--- src/rtl/seq_divider_pkg.sv ---
`default_nettype none
// +------------------------------------------------------------------+
// | Module   : div_pkg                                               |
// | Purpose  : Shared types and constants for the sequential divider |
// | Revision : 1.0 - initial parametrised release                    |
// +------------------------------------------------------------------+
package div_pkg;

    typedef enum logic [1:0] {
        IDLE = 2'd0,
        CALC = 2'd1,
        FIX  = 2'd2
    } div_state_t;

    // Widest supported operand; narrower instances slice the constant below.
    localparam int c_max_width = 64;

    // Quotient reported when the divisor is zero.
    localparam logic [c_max_width-1:0] c_dbz_quotient = {c_max_width{1'b1}};

    // Cycles from the cycle start is presented to the cycle done is high.
    function automatic int div_latency(input int width);
        return width + 2;
    endfunction

endpackage
`default_nettype wire

--- src/rtl/seq_divider_counter.sv ---
`default_nettype none
// +------------------------------------------------------------------+
// | Module   : iteration_counter                                     |
// | Purpose  : Counts divider iterations, flags the final one        |
// | Revision : 1.0 - parametrised successor of fixed 64-count counter|
// +------------------------------------------------------------------+
module iteration_counter #(
    parameter int COUNT = 64
) (
    input  logic                       clk,
    input  logic                       rst,
    input  logic                       clear,
    input  logic                       enable,
    output logic [$clog2(COUNT+1)-1:0] count,
    output logic                       reached
);

    localparam int c_cw = $clog2(COUNT + 1);

    // Iteration count: cleared on a new request, advances once per iteration.
    always_ff @(posedge clk) begin
        if (rst) begin
            count <= '0;
        end else if (clear) begin
            count <= '0;
        end else if (enable) begin
            count <= count + c_cw'(1);
        end
    end

    // High during the last iteration so the FSM leaves CALC right after it.
    assign reached = enable && (count == c_cw'(COUNT - 1));

endmodule
`default_nettype wire

--- src/rtl/seq_divider.sv ---
`default_nettype none
// +------------------------------------------------------------------+
// | Module   : seq_divider                                           |
// | Purpose  : Multi-cycle non-restoring divider, one bit per clock, |
// |            signed/unsigned, divide-by-zero reporting             |
// | Revision : 1.0 - parametrised successor of fixed 64-bit divider  |
// +------------------------------------------------------------------+
module seq_divider
    import div_pkg::*;
#(
    parameter int WIDTH     = 64,
    parameter bit SIGNED_EN = 1
) (
    input  logic             clk,
    input  logic             rst,
    input  logic             start,
    input  logic             signed_mode,
    input  logic [WIDTH-1:0] dividend,
    input  logic [WIDTH-1:0] divisor,
    output logic             busy,
    output logic             done,
    output logic [WIDTH-1:0] quotient,
    output logic [WIDTH-1:0] remainder,
    output logic             div_by_zero
);

    localparam int c_cw = $clog2(WIDTH + 1);

    div_state_t       r_state, w_state_next;
    logic             w_sign_mode;
    logic             w_dvd_neg, w_dvs_neg, w_divisor_zero;
    logic [WIDTH-1:0] w_dvd_mag, w_dvs_mag;
    logic             r_neg_q, r_neg_r, r_dbz;
    logic [WIDTH-1:0] r_m, r_q;
    logic [WIDTH:0]   r_p;
    logic             w_load, w_iterate, w_finish;
    logic [c_cw-1:0]  w_iter_count;
    logic             w_reached;
    logic [WIDTH:0]   w_m_ext, w_p_shift, w_p_next, w_p_fix;
    logic [WIDTH-1:0] w_q_next, w_rem_mag, w_quot_res, w_rem_res;

    // Signed mode only exists when the signed datapath is built.
    if (SIGNED_EN) begin : g_signed
        assign w_sign_mode = signed_mode;
    end else begin : g_unsigned
        assign w_sign_mode = 1'b0;
    end

    // Operand magnitudes; |min_neg| = 2^(W-1) is representable unsigned.
    assign w_dvd_neg      = w_sign_mode & dividend[WIDTH-1];
    assign w_dvs_neg      = w_sign_mode & divisor[WIDTH-1];
    assign w_dvd_mag      = w_dvd_neg ? -dividend : dividend;
    assign w_dvs_mag      = w_dvs_neg ? -divisor  : divisor;
    assign w_divisor_zero = (divisor == '0);

    // One non-restoring step. P may wrap mod 2^(W+1) during the shift, but
    // the add/sub result always lies in [-M, M) so it comes out exact.
    assign w_m_ext   = {1'b0, r_m};
    assign w_p_shift = {r_p[WIDTH-1:0], r_q[WIDTH-1]};
    assign w_p_next  = r_p[WIDTH] ? (w_p_shift + w_m_ext) : (w_p_shift - w_m_ext);
    assign w_q_next  = {r_q[WIDTH-2:0], ~w_p_next[WIDTH]};

    // Final remainder correction and sign application.
    assign w_p_fix    = r_p[WIDTH] ? (r_p + w_m_ext) : r_p;
    assign w_rem_mag  = w_p_fix[WIDTH-1:0];
    assign w_quot_res = r_neg_q ? -r_q : r_q;
    assign w_rem_res  = r_neg_r ? -w_rem_mag : w_rem_mag;

    iteration_counter #(
        .COUNT (WIDTH)
    ) u_iter_cnt (
        .clk     (clk),
        .rst     (rst),
        .clear   (w_load),
        .enable  (w_iterate),
        .count   (w_iter_count),
        .reached (w_reached)
    );

    // State register.
    always_ff @(posedge clk) begin
        if (rst) begin
            r_state <= IDLE;
        end else begin
            r_state <= w_state_next;
        end
    end

    // Next-state and control decode.
    always_comb begin
        w_state_next = r_state;
        w_load       = 1'b0;
        w_iterate    = 1'b0;
        w_finish     = 1'b0;
        busy         = 1'b0;
        unique case (r_state)
            IDLE: begin
                if (start) begin
                    w_load       = 1'b1;
                    w_state_next = w_divisor_zero ? FIX : CALC;
                end
            end
            CALC: begin
                busy = 1'b1;
                // Guard keeps a corrupted count from iterating past WIDTH.
                w_iterate = (w_iter_count != c_cw'(WIDTH));
                if (w_reached) begin
                    w_state_next = FIX;
                end
            end
            FIX: begin
                busy         = 1'b1;
                w_finish     = 1'b1;
                w_state_next = IDLE;
            end
            default: begin
                w_state_next = IDLE;
            end
        endcase
    end

    // Datapath: operand capture, iteration, and result registers.
    always_ff @(posedge clk) begin
        if (rst) begin
            r_neg_q     <= 1'b0;
            r_neg_r     <= 1'b0;
            r_dbz       <= 1'b0;
            r_m         <= '0;
            r_q         <= '0;
            r_p         <= '0;
            done        <= 1'b0;
            quotient    <= '0;
            remainder   <= '0;
            div_by_zero <= 1'b0;
        end else begin
            done <= w_finish;
            if (w_load) begin
                r_neg_q <= w_dvd_neg ^ w_dvs_neg;
                r_neg_r <= w_dvd_neg;
                r_dbz   <= w_divisor_zero;
                r_m     <= w_dvs_mag;
                // Divide-by-zero returns the raw dividend, so keep it unmodified.
                r_q     <= w_divisor_zero ? dividend : w_dvd_mag;
                r_p     <= '0;
            end else if (w_iterate) begin
                r_p <= w_p_next;
                r_q <= w_q_next;
            end
            if (w_finish) begin
                if (r_dbz) begin
                    quotient    <= c_dbz_quotient[WIDTH-1:0];
                    remainder   <= r_q;
                    div_by_zero <= 1'b1;
                end else begin
                    quotient    <= w_quot_res;
                    remainder   <= w_rem_res;
                    div_by_zero <= 1'b0;
                end
            end
        end
    end

endmodule
`default_nettype wire

--- config.mk ---
export PLATFORM = sky130hd
export DESIGN_NAME = seq_divider
export DESIGN_NICKNAME = d
export VERILOG_FILES = /design/src/rtl/seq_divider_pkg.sv /design/src/rtl/seq_divider_counter.sv /design/src/rtl/seq_divider.sv
export SDC_FILE = /design/constraint.sdc
export NUM_CORES = 1
export LEC_CHECK = 0
export BUFFER_PORTS_ARGS = -buffer_cell sky130_fd_sc_hd__buf_2
export CORE_ASPECT_RATIO = 1.1
export CORE_MARGIN = 10
export CORE_UTILIZATION = 52
export DETAILED_ROUTE_END_ITERATION = 6
export PLACE_DENSITY = 0.75
export SETUP_SLACK_MARGIN = 0.3
export SYNTH_ARGS = -nofsm -noshare
export SYNTH_HDL_FRONTEND = slang
export SYNTH_SLANG_ARGS = --single-unit
--- constraint.sdc ---
create_clock -name clk -period 7.79 [get_ports clk]
set_input_delay 0 -clock clk [delete_from_list [all_inputs] [get_ports clk]]
set_output_delay 0 -clock clk [all_outputs]
set_load 0.05 [all_outputs]
==> flow_metrics.tcl <==
set metrics [dict create \
    status "finished clean" \
    syn_area_per_cell_sq_um 7.189 \
    synth_ff_type "dfxtp_1" \
    setup_viol 0 \
    grt_max_degree 93 \
    fin_setup_tns_ns 0 \
    arrival_ns 6.96 \
    cts_buffer_depth 3 \
    grt_pass1_vias 27740 \
    hold-path-cell-count 3 \
    endpoint "r_p[62]" \
    netlist_area_sq_um 28150 \
    synth.distinct_cells 83 \
    wirelength_mm 94.46 \
    min_period_over_period_pct 83.96 \
    core_area_sq_um 53560 \
    clock.fmax_mhz 152.9 \
    fin_ws_ns 1.249 \
    maxCapViolCount 0 \
    cts_tree "built" \
    hold_path.class "in -> reg" \
    path_clk_slew_ns 0.06 \
    cts_hold_buf 199 \
    leakagePower_nw 13.06 \
    gp_congestion 1.006 \
    timing_worst_setup_path_type "reg -> reg" \
    cts_root_buf "clkbuf_16" \
    end_kind "register" \
    cts_resized 0 \
    power_density_nw_per_um2 233.2 \
    io_buffers 262 \
    vias 30190 \
    htreeDepth 2 \
    crit_required_ns 8.21 \
    first_iter_violations 2600 \
    synth-seq-cells 335 \
    clk_latency_ns 0.57 \
    crit_fanout 6 \
    synthCells 3915 \
    hold_viol 0 \
    fp.dieW_microns 241.8 \
    rows 89 \
    vias_per_cell 6.084 \
    grt_overflow_total 0 \
    r2r-start "r_m[2]" \
    rsz0062_at_grt "no" \
    dp_worst_setup_slack_ns 1.387 \
    die_area_sq_um 63840 \
    fin_crit_ns 6.541 \
    grt_pass1_wl_mm 151.4 \
    tightestPinTransition_ns 1.201 \
    synth_edf_count 0 \
    postRouteAntennaNets 0 \
    drive_gt1_share_pct 9.974 \
    ys_warn_count 0 \
    hpwlAfterDp_mm 70.68 \
    die_h_microns 264.0 \
    r2r_slack_ns 1.25 \
    cts_buffers 39 \
    post-cts-setup-buffers 0 \
    drc_errors 0 \
    synthArstFlopShare_pct 0 \
    r2r_cells 22 \
    r2r-end "r_p[62]" \
    area_delta_synth_final_pct 17.64 \
    fin_skew_ns 0.01903 \
    io_pins 263 \
    start_util_pct 52.55 \
    startpoint "r_m[2]" \
    drt_pass1_iterations 5 \
    finalPower_w 0.007721 \
    mappedNetlistNets 4186 \
    yosysSeqAreaShare_pct 23.83 \
    routedWlPerCell_microns 19.04 \
    nets 4471 \
    slew_headroom_pct 18.81 \
    vdd.ir_drop.worst_uv 158.8 \
    cp-start-kind "register" \
    numClockSinks 335 \
    drv_slew 0 \
    antenna_found_initial 1 \
    fill_cells 4917 \
    grt_usage_pct 28.20 \
]
[where the power goes]
part	internal, W	switching, W
clock	0.00122	0.000798
sequential	0.00193	0.000319
combinational	0.00129	0.00217
[how the worst min path moves through the flow]
stage	slack (ns)	to	start
6_report	0.04	r_q[0]	dividend[0]
5_1_grt	0.01	r_q[0]	dividend[0]
4_1_cts	0.01	r_q[1]	dividend[1]
3_5_place_dp	0.32	r_q[63]	dividend[63]
3_3_place_gp	0.32	r_m[46]	divisor[46]
2_1_floorplan	0.14	r_m[0]	divisor[0]
[kinds of logic after synthesis]
group	share of synthesized area [%]
buffers and inverters	4.543
multiplexers	1.400
AND/OR/NAND/NOR	24.07
AO/OA/AOI/OAI	28.01
flip-flops	23.83
XOR/XNOR	11.92
adder cells (fa/ha/maj)	6.232
[cell type report]
class	count	area (sq um)	area share [%]
Multi-Input combinational cell	3247	20200	61.01
Antenna cell	3	7.507	0.02267
Sequential cell	335	6713	20.27
Clock inverter	22	297.8	0.8993
Inverter	83	311.5	0.9409
Clock buffer	50	1109	3.348
Timing Repair Buffer	494	3560	10.75
Tap cell	728	910.9	2.751
[metrics by stage]
step,hold slack (ns),area [sq um],cells,utilization [%]
after floorplan,0.1360,28150,3915,-
after global placement,0.3179,29710,4688,55.46
after detailed placement,0.3240,29710,4688,55.46
after CTS,0.01473,33100,4959,61.80
after global routing,0.01172,33110,4960,61.81
final,0.04401,33110,4962,61.82
[flip-flops by register name (all words and copies together), names as in the netlist]
register / flops
quotient: 64
r_dbz: 1
r_state: 2
r_p: 65
div_by_zero: 1
r_neg_q: 1
r_neg_r: 1
r_q: 64
remainder: 64
u_iter_cnt.count: 7
r_m: 64
done: 1
[Yosys cell counts, drive strengths merged (20+ instances only)]
master / number / share of area [%]
nand2: 518 / 6.9
nor2: 473 / 6.3
a21oi: 337 / 6.0
dfxtp: 335 / 24
o21ai: 221 / 3.9
clkbuf: 212 / 2.8
xor2: 207 / 6.4
xnor2: 176 / 5.5
a211oi: 155 / 4.2
ha: 137 / 6.1
nor3: 90 / 1.6
inv: 81 / 1.1
a311oi: 79 / 2.5
a21o: 71 / 1.9
o31ai: 63 / 1.7
nand4: 53 / 1.2
nand3: 52 / 0.92
a31oi: 47 / 1.0
nor2b: 45 / 1.0
or4: 44 / 1.2
nor4: 40 / 0.96
o211ai: 40 / 1.1
or3: 39 / 0.88
buf: 38 / 0.60
nand2b: 36 / 0.80
o41ai: 28 / 0.87
mux2i: 27 / 0.96
o21a: 26 / 0.69
o22ai: 23 / 0.51
and2: 20 / 0.44
[layout by cell type (no fill, tap or decap), types with 23 or more instances in the layout]
cell type        n
nand2_1        517
nor2_1         473
a21oi_1        337
dfxtp_1        332
buf_2          261
o21ai_0        220
xor2_1         207
dlygate4sd3_1  199
xnor2_1        176
a211oi_1       153
ha_1           136
nor3_1          90
inv_1           81
a311oi_1        77
a21o_1          71
o31ai_1         63
nand4_1         52
nand3_1         52
a31oi_1         47
nor2b_1         44
or4_1           43
o211ai_1        40
clkbuf_16       40
or3_1           38
nor4_1          37
nand2b_1        35
buf_4           33
o41ai_1         27
mux2i_1         27
o21a_1          26
o22ai_1         23
[critical path: stages, from the launching register on]
cell,delay [ns]
dfxtp_1,0.37
nor3_1,0.45
nand4_1,0.30
nor4_1,0.66
nand2_1,0.26
nor4_1,0.62
and2_1,0.27
nand2_1,0.12
o41ai_1,0.34
xnor2_1,0.17
ha_1,0.31
a21o_1,0.20
a21oi_1,0.14
nor2_1,0.05
nor2_1,0.17
inv_1,0.06
a2111oi_0,0.43
o21ai_0,0.41
a21bo_2,0.32
and2_1,0.18
a311oi_1,0.30
xor2_1,0.18
o21ai_0,0.10
[metal layers]
metal | share of wire [%] | wire length, microns | vias up | GRT usage, %
met4 | 2.7 | 2595 | 0 | 8.400
met1 | 46 | 43010 | 13920 | 39.87
li1 | - | - | 14810 | -
met3 | 8.1 | 7605 | 150 | 3.543
met5 | 0 | 0 | - | 0
met2 | 44 | 41250 | 1307 | 43.95
(Power assumes the default switching activity.)
